===== src/rtl/admin_regfile_pkg.sv =====
// Shared constants for the admin register-file slice: phase encoding and widths.
package admin_regfile_pkg;

    localparam int REG_ADDR_W = 5;
    localparam int DW_DEF     = 32;

    localparam logic [1:0] ST_ADMIN = 2'd0;
    localparam logic [1:0] ST_ARM   = 2'd1;
    localparam logic [1:0] ST_RUN   = 2'd2;
    localparam logic [1:0] ST_HALT  = 2'd3;

endpackage


===== src/rtl/admin_regfile_core.sv =====
// Register storage: one write port, two combinational read ports, a hardwired
// zero register and a packed window of consecutive registers for display.
module regfile_core
    import admin_regfile_pkg::*;
#(
    parameter int NUM_REGS   = 32,
    parameter int DW         = DW_DEF,
    parameter int OREG_FIRST = 1,
    parameter int OREG_COUNT = 5
) (
    input  logic                     clk,
    input  logic                     rst,
    input  logic                     we,
    input  logic [REG_ADDR_W-1:0]    waddr,
    input  logic [DW-1:0]            wdata,
    input  logic [REG_ADDR_W-1:0]    rs_addr,
    output logic [DW-1:0]            rs_data,
    input  logic [REG_ADDR_W-1:0]    rt_addr,
    output logic [DW-1:0]            rt_data,
    output logic [OREG_COUNT*DW-1:0] oreg
);

    logic [DW-1:0] mem_q [NUM_REGS];
    logic [DW-1:0] mem_d [NUM_REGS];

    // Index 0 and indices beyond the array never take a write, so entry 0 stays zero.
    always_comb begin
        mem_d = mem_q;
        if (we && (waddr != '0) && (int'(waddr) < NUM_REGS)) begin
            mem_d[waddr] = wdata;
        end
    end

    always_ff @(posedge clk or negedge rst) begin
        if (!rst) begin
            for (int i = 0; i < NUM_REGS; i++) begin
                mem_q[i] <= '0;
            end
        end else begin
            mem_q <= mem_d;
        end
    end

    always_comb begin
        rs_data = '0;
        rt_data = '0;
        if ((rs_addr != '0) && (int'(rs_addr) < NUM_REGS)) rs_data = mem_q[rs_addr];
        if ((rt_addr != '0) && (int'(rt_addr) < NUM_REGS)) rt_data = mem_q[rt_addr];
    end

    for (genvar g = 0; g < OREG_COUNT; g++) begin : g_oreg
        assign oreg[g*DW +: DW] = mem_q[OREG_FIRST + g];
    end

endmodule


===== src/rtl/admin_regfile.sv =====
// CPU-side admin port responder: phase FSM (ADMIN/ARM/RUN/HALT), write-port
// steering between the operator and the CPU, and the sticky admin_err flag.
module admin_regfile
    import admin_regfile_pkg::*;
#(
    parameter int NUM_REGS   = 32,
    parameter int DW         = DW_DEF,
    parameter int OREG_FIRST = 1,
    parameter int OREG_COUNT = 5
) (
    input  logic                     clk,
    input  logic                     rst,
    input  logic                     admin_we,
    input  logic [REG_ADDR_W-1:0]    admin_addr,
    input  logic [DW-1:0]            admin_data,
    input  logic                     admin_go,
    output logic                     reg_admin_ena,
    output logic                     cpu_run,
    input  logic [REG_ADDR_W-1:0]    rs_addr,
    output logic [DW-1:0]            rs_data,
    input  logic [REG_ADDR_W-1:0]    rt_addr,
    output logic [DW-1:0]            rt_data,
    input  logic                     cpu_we,
    input  logic [REG_ADDR_W-1:0]    cpu_waddr,
    input  logic [DW-1:0]            cpu_wdata,
    input  logic                     cpu_halt,
    output logic [OREG_COUNT*DW-1:0] oreg,
    output logic                     admin_err,
    output logic [1:0]               state_dbg
);

    // Handshake: the admin master may issue admin_we only while reg_admin_ena
    // is high; the one-cycle ARM gap lets it observe ena fall before the CPU
    // takes ownership (cpu_run high). No ready path: writes are never stalled.

    logic [1:0]            state_q, state_d;
    logic                  admin_err_q, admin_err_d;
    logic                  wr_en;
    logic [REG_ADDR_W-1:0] wr_addr;
    logic [DW-1:0]         wr_data;

    always_comb begin
        state_d = state_q;
        wr_en   = 1'b0;
        wr_addr = admin_addr;
        wr_data = admin_data;
        case (state_q)
            ST_ADMIN: begin
                wr_en = admin_we;
                if (admin_go) state_d = ST_ARM;
            end
            ST_ARM: state_d = ST_RUN;
            ST_RUN: begin
                wr_en   = cpu_we;
                wr_addr = cpu_waddr;
                wr_data = cpu_wdata;
                if (cpu_halt) state_d = ST_HALT;
            end
            default: state_d = ST_HALT;
        endcase
    end

    assign admin_err_d = admin_err_q | (admin_we && (state_q != ST_ADMIN));

    always_ff @(posedge clk or negedge rst) begin
        if (!rst) begin
            state_q     <= ST_ADMIN;
            admin_err_q <= 1'b0;
        end else begin
            state_q     <= state_d;
            admin_err_q <= admin_err_d;
        end
    end

    // Status outputs decode the state flops only, so go/halt never reach them combinationally.
    assign reg_admin_ena = (state_q == ST_ADMIN);
    assign cpu_run       = (state_q == ST_RUN);
    assign admin_err     = admin_err_q;
    assign state_dbg     = state_q;

    regfile_core #(
        .NUM_REGS   (NUM_REGS),
        .DW         (DW),
        .OREG_FIRST (OREG_FIRST),
        .OREG_COUNT (OREG_COUNT)
    ) u_core (
        .clk     (clk),
        .rst     (rst),
        .we      (wr_en),
        .waddr   (wr_addr),
        .wdata   (wr_data),
        .rs_addr (rs_addr),
        .rs_data (rs_data),
        .rt_addr (rt_addr),
        .rt_data (rt_data),
        .oreg    (oreg)
    );

endmodule


===== config.mk =====
export PLATFORM = sky130hd
export DESIGN_NAME = admin_regfile
export DESIGN_NICKNAME = d
export VERILOG_FILES = /design/src/rtl/admin_regfile_pkg.sv /design/src/rtl/admin_regfile_core.sv /design/src/rtl/admin_regfile.sv
export SDC_FILE = /design/constraint.sdc
export NUM_CORES = 2
export LEC_CHECK = 0
export ABC_AREA = 1
export CAP_MARGIN = 5
export CORE_MARGIN = 1.5
export CORE_UTILIZATION = 30
export DETAILED_ROUTE_END_ITERATION = 12
export GPL_ROUTABILITY_DRIVEN = 0
export SLEW_MARGIN = 20
export SYNTH_ARGS = -nofsm -noshare
export SYNTH_HDL_FRONTEND = slang
export SYNTH_SLANG_ARGS = --single-unit

===== constraint.sdc =====
create_clock -name clk -period 2 [get_ports clk]
set_input_delay 0.2 -clock clk [delete_from_list [all_inputs] [get_ports clk]]
set_output_delay 0.2 -clock clk [all_outputs]
set_load 0.005 [all_outputs]

After elaboration in Yosys (flattened, before gate mapping)
Cells that the tools add are included.
Cells by class
  add/sub/neg operators: 0
  multipliers: 0
  divide/modulo/power cells: 0
  order comparisons: 4
  equality and inequality tests: 4
  shift-type cells: 0
  mux-type cells: 17
  bitwise logic cells: 4
  reduce and logical (&&, ||, !) cells: 9
Operator list (count)
  1024-bit bitwise mux: 1
  32-bit binary-select mux with 5-bit select: 2
  32-bit 2-to-1 mux: 8
  32-bit demux with 5-bit select: 1
  6-bit >= comparator, second input constant: 3
  5-bit NOT with 6-bit output: 3
  5-bit nonzero test: 3
  6-bit by 1-bit less-than comparator with 1-bit output, second input constant: 1
  2-bit one-hot mux with 3 select lines: 1
  5-bit 2-to-1 mux: 1
  2-bit 2-to-1 mux: 2
  1-bit logical AND: 3
  2-bit by 1-bit == test with 1-bit output, second input constant: 1
  2-bit == test, second input constant: 1
  2-bit zero test: 1
  2-bit by 1-bit inequality test with 1-bit output, second input constant: 1
  2-bit inequality test, second input constant: 1
  1-bit one-hot mux with 2 select lines: 1
  2-bit AND reduction: 1
  2-bit nonzero test: 1
  1-bit bitwise OR: 1
Storage, ports and cells
  bits in registers: 1027
  bits in latches: 0
  memory bits (writable): 0
  memory bits (read-only): 0
  output and inout bits: 229
  logic and storage cells: 72
  memories kept: 0

Longest topological paths before layout
  depth in word-level cells: 8
  depth in mapped cells: 13
  depth with buffers taken out: 11

Hierarchy
Synthesis repeated with hierarchy kept, for this count alone.
Second synthesis, totals
  cell total of the unflattened synthesis: 8670
  area, all modules: 59366.9 µm²
Modules (own cells, without submodules)
  regfile_core: instances 1, cells each 8530, area an instance 58726.3 µm², sequential area each 25624.6 µm²
  admin_regfile: instances 1, cells each 140, area an instance 640.6 µm², sequential area each 75.1 µm²

Worst setup path after synthesis
No wires, ideal clock.
  kind: reg2reg
  start: register state_q[0] (netlist: state_dbg[0])
  end: register u_core.mem_q[149] (netlist name)
  arrival: 1.833 ns
  setup slack: 0.044 ns
  cell stages (with the launch flop): 11
  period minus slack after synthesis: 1.956 ns
  cells stage by stage: dfrtp_1 inv_2 nand2_4 buf_6 o21ai_4 buf_4 nand4_2 clkbuf_1 clkbuf_1 o21ai_0 nand2_1
On the way
  word-level cells in the longest chain between the ends: 8
  elaborated cells between the ends (all ways): 14
  classes of those cells: order compare: 2; eq/ne: 1; mux: 6; bitwise: 1; reduce/logical: 4
Ends and longest elaborated chain
  start: declaration: RTL line admin_regfile.sv:36  | logic [1:0] state_q, state_d;
  start signal: assignment: RTL line admin_regfile.sv:70  | state_q <= state_d;
  2-bit == test: RTL line admin_regfile.sv:47  | case (state_q)
  5-bit 2-to-1 mux: RTL line admin_regfile.sv:47
  5-bit NOT with 6-bit output (implied by the code): RTL line admin_regfile_core.sv:30  | mem_d[waddr] = wdata;
  6-bit >= comparator (implied by the code) / 6-bit by 1-bit less-than comparator with 1-bit output (equally long branches): RTL line admin_regfile_core.sv:30
  1-bit logical AND (implied by the code): RTL line admin_regfile_core.sv:30
  32-bit 2-to-1 mux (implied by the code): RTL line admin_regfile_core.sv:30
  32-bit demux with 5-bit select: RTL line admin_regfile_core.sv:30
  1024-bit bitwise mux: RTL line admin_regfile_core.sv:30
  end signal: assignment: RTL line admin_regfile_core.sv:40  | mem_q <= mem_d;
  end: declaration: RTL line admin_regfile_core.sv:23  | logic [DW-1:0] mem_q [NUM_REGS];
Parallel ways exist; a longest one is shown, timed or not.
A chain may end at the register's enable or synchronous reset.

Worst setup path after layout
  start: register u_core.mem_q (netlist bit u_core.oreg[16])
  end: output port rs_data[16]
On the way
  word-level cells in the longest chain between the ends: 4
Ends and longest elaborated chain
  32-bit binary-select mux with 5-bit select: RTL line admin_regfile_core.sv:47  | if ((rs_addr != '0) && (int'(rs_addr) < NUM_REGS)) rs_data = mem_q[rs_addr];
  32-bit 2-to-1 mux (implied by the code) (2 in a row): RTL line admin_regfile_core.sv:47
  32-bit 2-to-1 mux: RTL line admin_regfile_core.sv:47
  end: declaration: RTL line admin_regfile.sv:20  | output logic [DW-1:0] rs_data,
Every way passes these cells. The select of a mux whose other input is x is not followed.

==> flow_summary.ini <==
[clocking]
cts.sinks = 1027
clk_latency_ns = 0.80
cts-root-buf = clkbuf_16
cts_max_level = 3
cts_buffer_depth = 3
clkTransAtPathRegs_ns = 0.06
numCtsBuffers = 118
cts_tree = done

[yosys]
async_flop_share = 1.00
synth_top_area_share = 0.422
synth-xor-area-share = 0
ys_ff_latch = 1027
muxShareOfSynthArea = 0
ys_warn_count = 0
mappedNetlistArea_um2 = 60900
synth_area_leaders = dfrtp_1 42%, nand2_1 26%, nand3_1 11%
synth_compound_area_frac = 0.0931
synth_edf_count = 0
syn_nets = 9411
ys_types = 28
ys_seq_area_frac = 0.422
synth_top_family_by_area = simple AND/OR/NAND/NOR gates
yosys.area_share.simple = 0.402
syn_area_per_cell_um2 = 6.53
ys.flop_type = dfrtp_1
synth_cells = 9321
synthAdderAreaFrac = 0
yosys.area.top_type = dfrtp_1

[power]
power_mw = 58.3
p_per_area_nw_per_um2 = 647
p_leak_nw = 44.0
peakVddDrop_v = 0.000760

[routing]
drtIter0Drc = 10812
totalWireLength_um = 336000
via_count = 74526
dr.pass1.iters = 7
antenna_left = 0
avgViaCountPerCell = 5.67
wire_per_inst_um = 25.6
drc = 0

[die]
die_height_um = 454
initial_core_util = 0.302
chipWidth_um = 454
io_pins = 319
rows = 165
coreArea_um2 = 202000
die_area_um2 = 206000

[worst_setup_path]
worstSetupStartpointType = register
cpPeakStageDelay_ns = 0.37
end_kind = output pin
cpLargestDelayFamily = simple AND/OR/NAND/NOR gates
cp_max_fo = 2
required_ns = 1.80
crit_chain = buf_4, buf_6, buf_6, nand2_2, nand3_2, nand3_2, nand2_4, nand2_4, nand2_4, nor2_4, nor2_4, buf_2
worstSetupPathType = register to output pin
critical_path_arrival_ns = 2.38
crit_path_top_delay_cell = dfrtp_1
worst-path-buf-inv = 4
path_common_cell = nand2_4

[timing]
timing.final.max_slew_violations = 0
final.min_clock_period_ns = 2.58
fin_crit_sh = 1.29
finalHoldViolCount = 0
worst_pin_slew_ns = 0.806
slew_headroom = 0.463
max_freq_mhz = 387
setup_viol = 1189
postLayoutSetupSlackWorst_ns = -0.581
rsz0062_at_grt = true
hold_ws_ns = 0.0296
final.setup_skew_ns = 0.0409

[worst_hold_path]
hold_class = input pin to register

[cells_and_area]
area_delta_synth_final_pct = 47.9
final_common_cell = nand2_1
num-fill-cells = 19538
layout.nets = 10459
layout-drive-gt1-share = 0.290
layout_common_cells = 3730 x nand2_1, 1149 x nand3_1, 1057 x buf_4

[global_routing]
gr-total-overflow = 0
grt_max_degree = 125
grt_pass1_vias = 69394
antenna_found_initial = 22
grt_pass1_wl_um = 475000
track_usage = 0.309

[outcome]
violations = setup timing
status = complete, but fails checks

[place]
port_buffers = 318
dp_hpwl_um = 217000
dp_slack_ns = -1.28

[run]
cap_violations = 0
## metrics by stage
step           setup TNS, ns  instance area (um^2)  instances  utilization
6_report             -305.74                 90100      13153        0.446
5_1_grt              -383.00                 90100      13143        0.446
4_1_cts              -240.19                 86600      13064        0.429
3_5_place_dp         -342.51                 76300      12627        0.378
3_3_place_gp         -305.47                 76300      12627        0.378
2_1_floorplan              0                 60900       9321            -
## cells by family (layout without fill, tap and decap cells)
| family | Yosys count | count (layout) |
|---|---|---|
| AND/OR/NAND/NOR | 6006 | 6006 |
| buffers and inverters | 1165 | 2311 |
| AO/OA/AOI/OAI | 1123 | 1123 |
| flip-flops | 1027 | 1027 |
| other | 0 | 14 |
## path summary, 6_finish.rpt
check,from,slack (ns),cells past startpoint,endpoint
worst max-delay path,u_core.oreg[16],-0.58,12,rs_data[16]
worst min-delay path,cpu_halt,0.03,3,state_dbg[0]
worst max register to register,state_dbg[0],-0.43,16,u_core.mem_q[323]
worst min register to register,u_core.mem_q[1018],0.40,0,u_core.mem_q[1018]
max in group asynchronous,rst,0.86,3,u_core.mem_q[417]
min in group asynchronous,rst,0.14,3,u_core.mem_q[391]
## cell type report
type                       instances  area, um^2  share of cell area
clock buffer                     162        3400              0.0377
sequential                      1027       25700               0.285
tap                             2672        3340              0.0371
timing repair buffer            1909       20600               0.229
multi-input combinational       7129       35400               0.393
antenna                           14        35.0            0.000389
inverter                         184         761             0.00844
clock inverter                    56         842             0.00935
## report_power, final
part,switching [mW],total [mW],internal (mW)
Clock,9.98,24.3,14.3
Sequential,0.586,22.1,21.5
Combinational,7.38,11.9,4.49
## metal layers
layer / GRT usage / share of wire / up-vias
li1: - / - / 31852
met1: 0.380 / 0.36 / 35449
met2: 0.449 / 0.41 / 5560
met3: 0.0814 / 0.13 / 1645
met4: 0.266 / 0.11 / 20
met5: 0 / 0.00037 / -
## synthesized netlist by cell type, types with 32 or more instances
cell type and count:
nand2_1 4292, nand3_1 1377, dfrtp_1 1027, o21ai_0 904, clkbuf_1 667, nor2_1 275
inv_1 172, buf_4 161, a21oi_1 120, o21ai_1 84, buf_2 77, buf_1 75
or2_2 32
## state kept, by name, indices dropped and copies added, names as in the netlist
signal / count
u_core.mem_q: 864
admin_err: 1
u_core.oreg: 160
state_dbg: 2
## worst register-to-register path, delay by kind of cell (launching register included)
kind / cells / cell delay (ns)
flip-flops: 1 / 0.39
AND/OR/NAND/NOR: 5 / 0.45
buffers and inverters: 10 / 1.32
AO/OA/AOI/OAI: 1 / 0.17
## repair_timing
item | in CTS | in global routing
buffers inserted | 249 | 80
endpoints found under the hold margin | 973 | 0
hold buffers | 2 | 0
pin swaps | 485 | 345
endpoints found under the setup margin | 1180 | 1215
resized for setup | 1325 | 778
gates cloned | 34 | 18
Note: power is estimated with default switching activity, not from simulation.
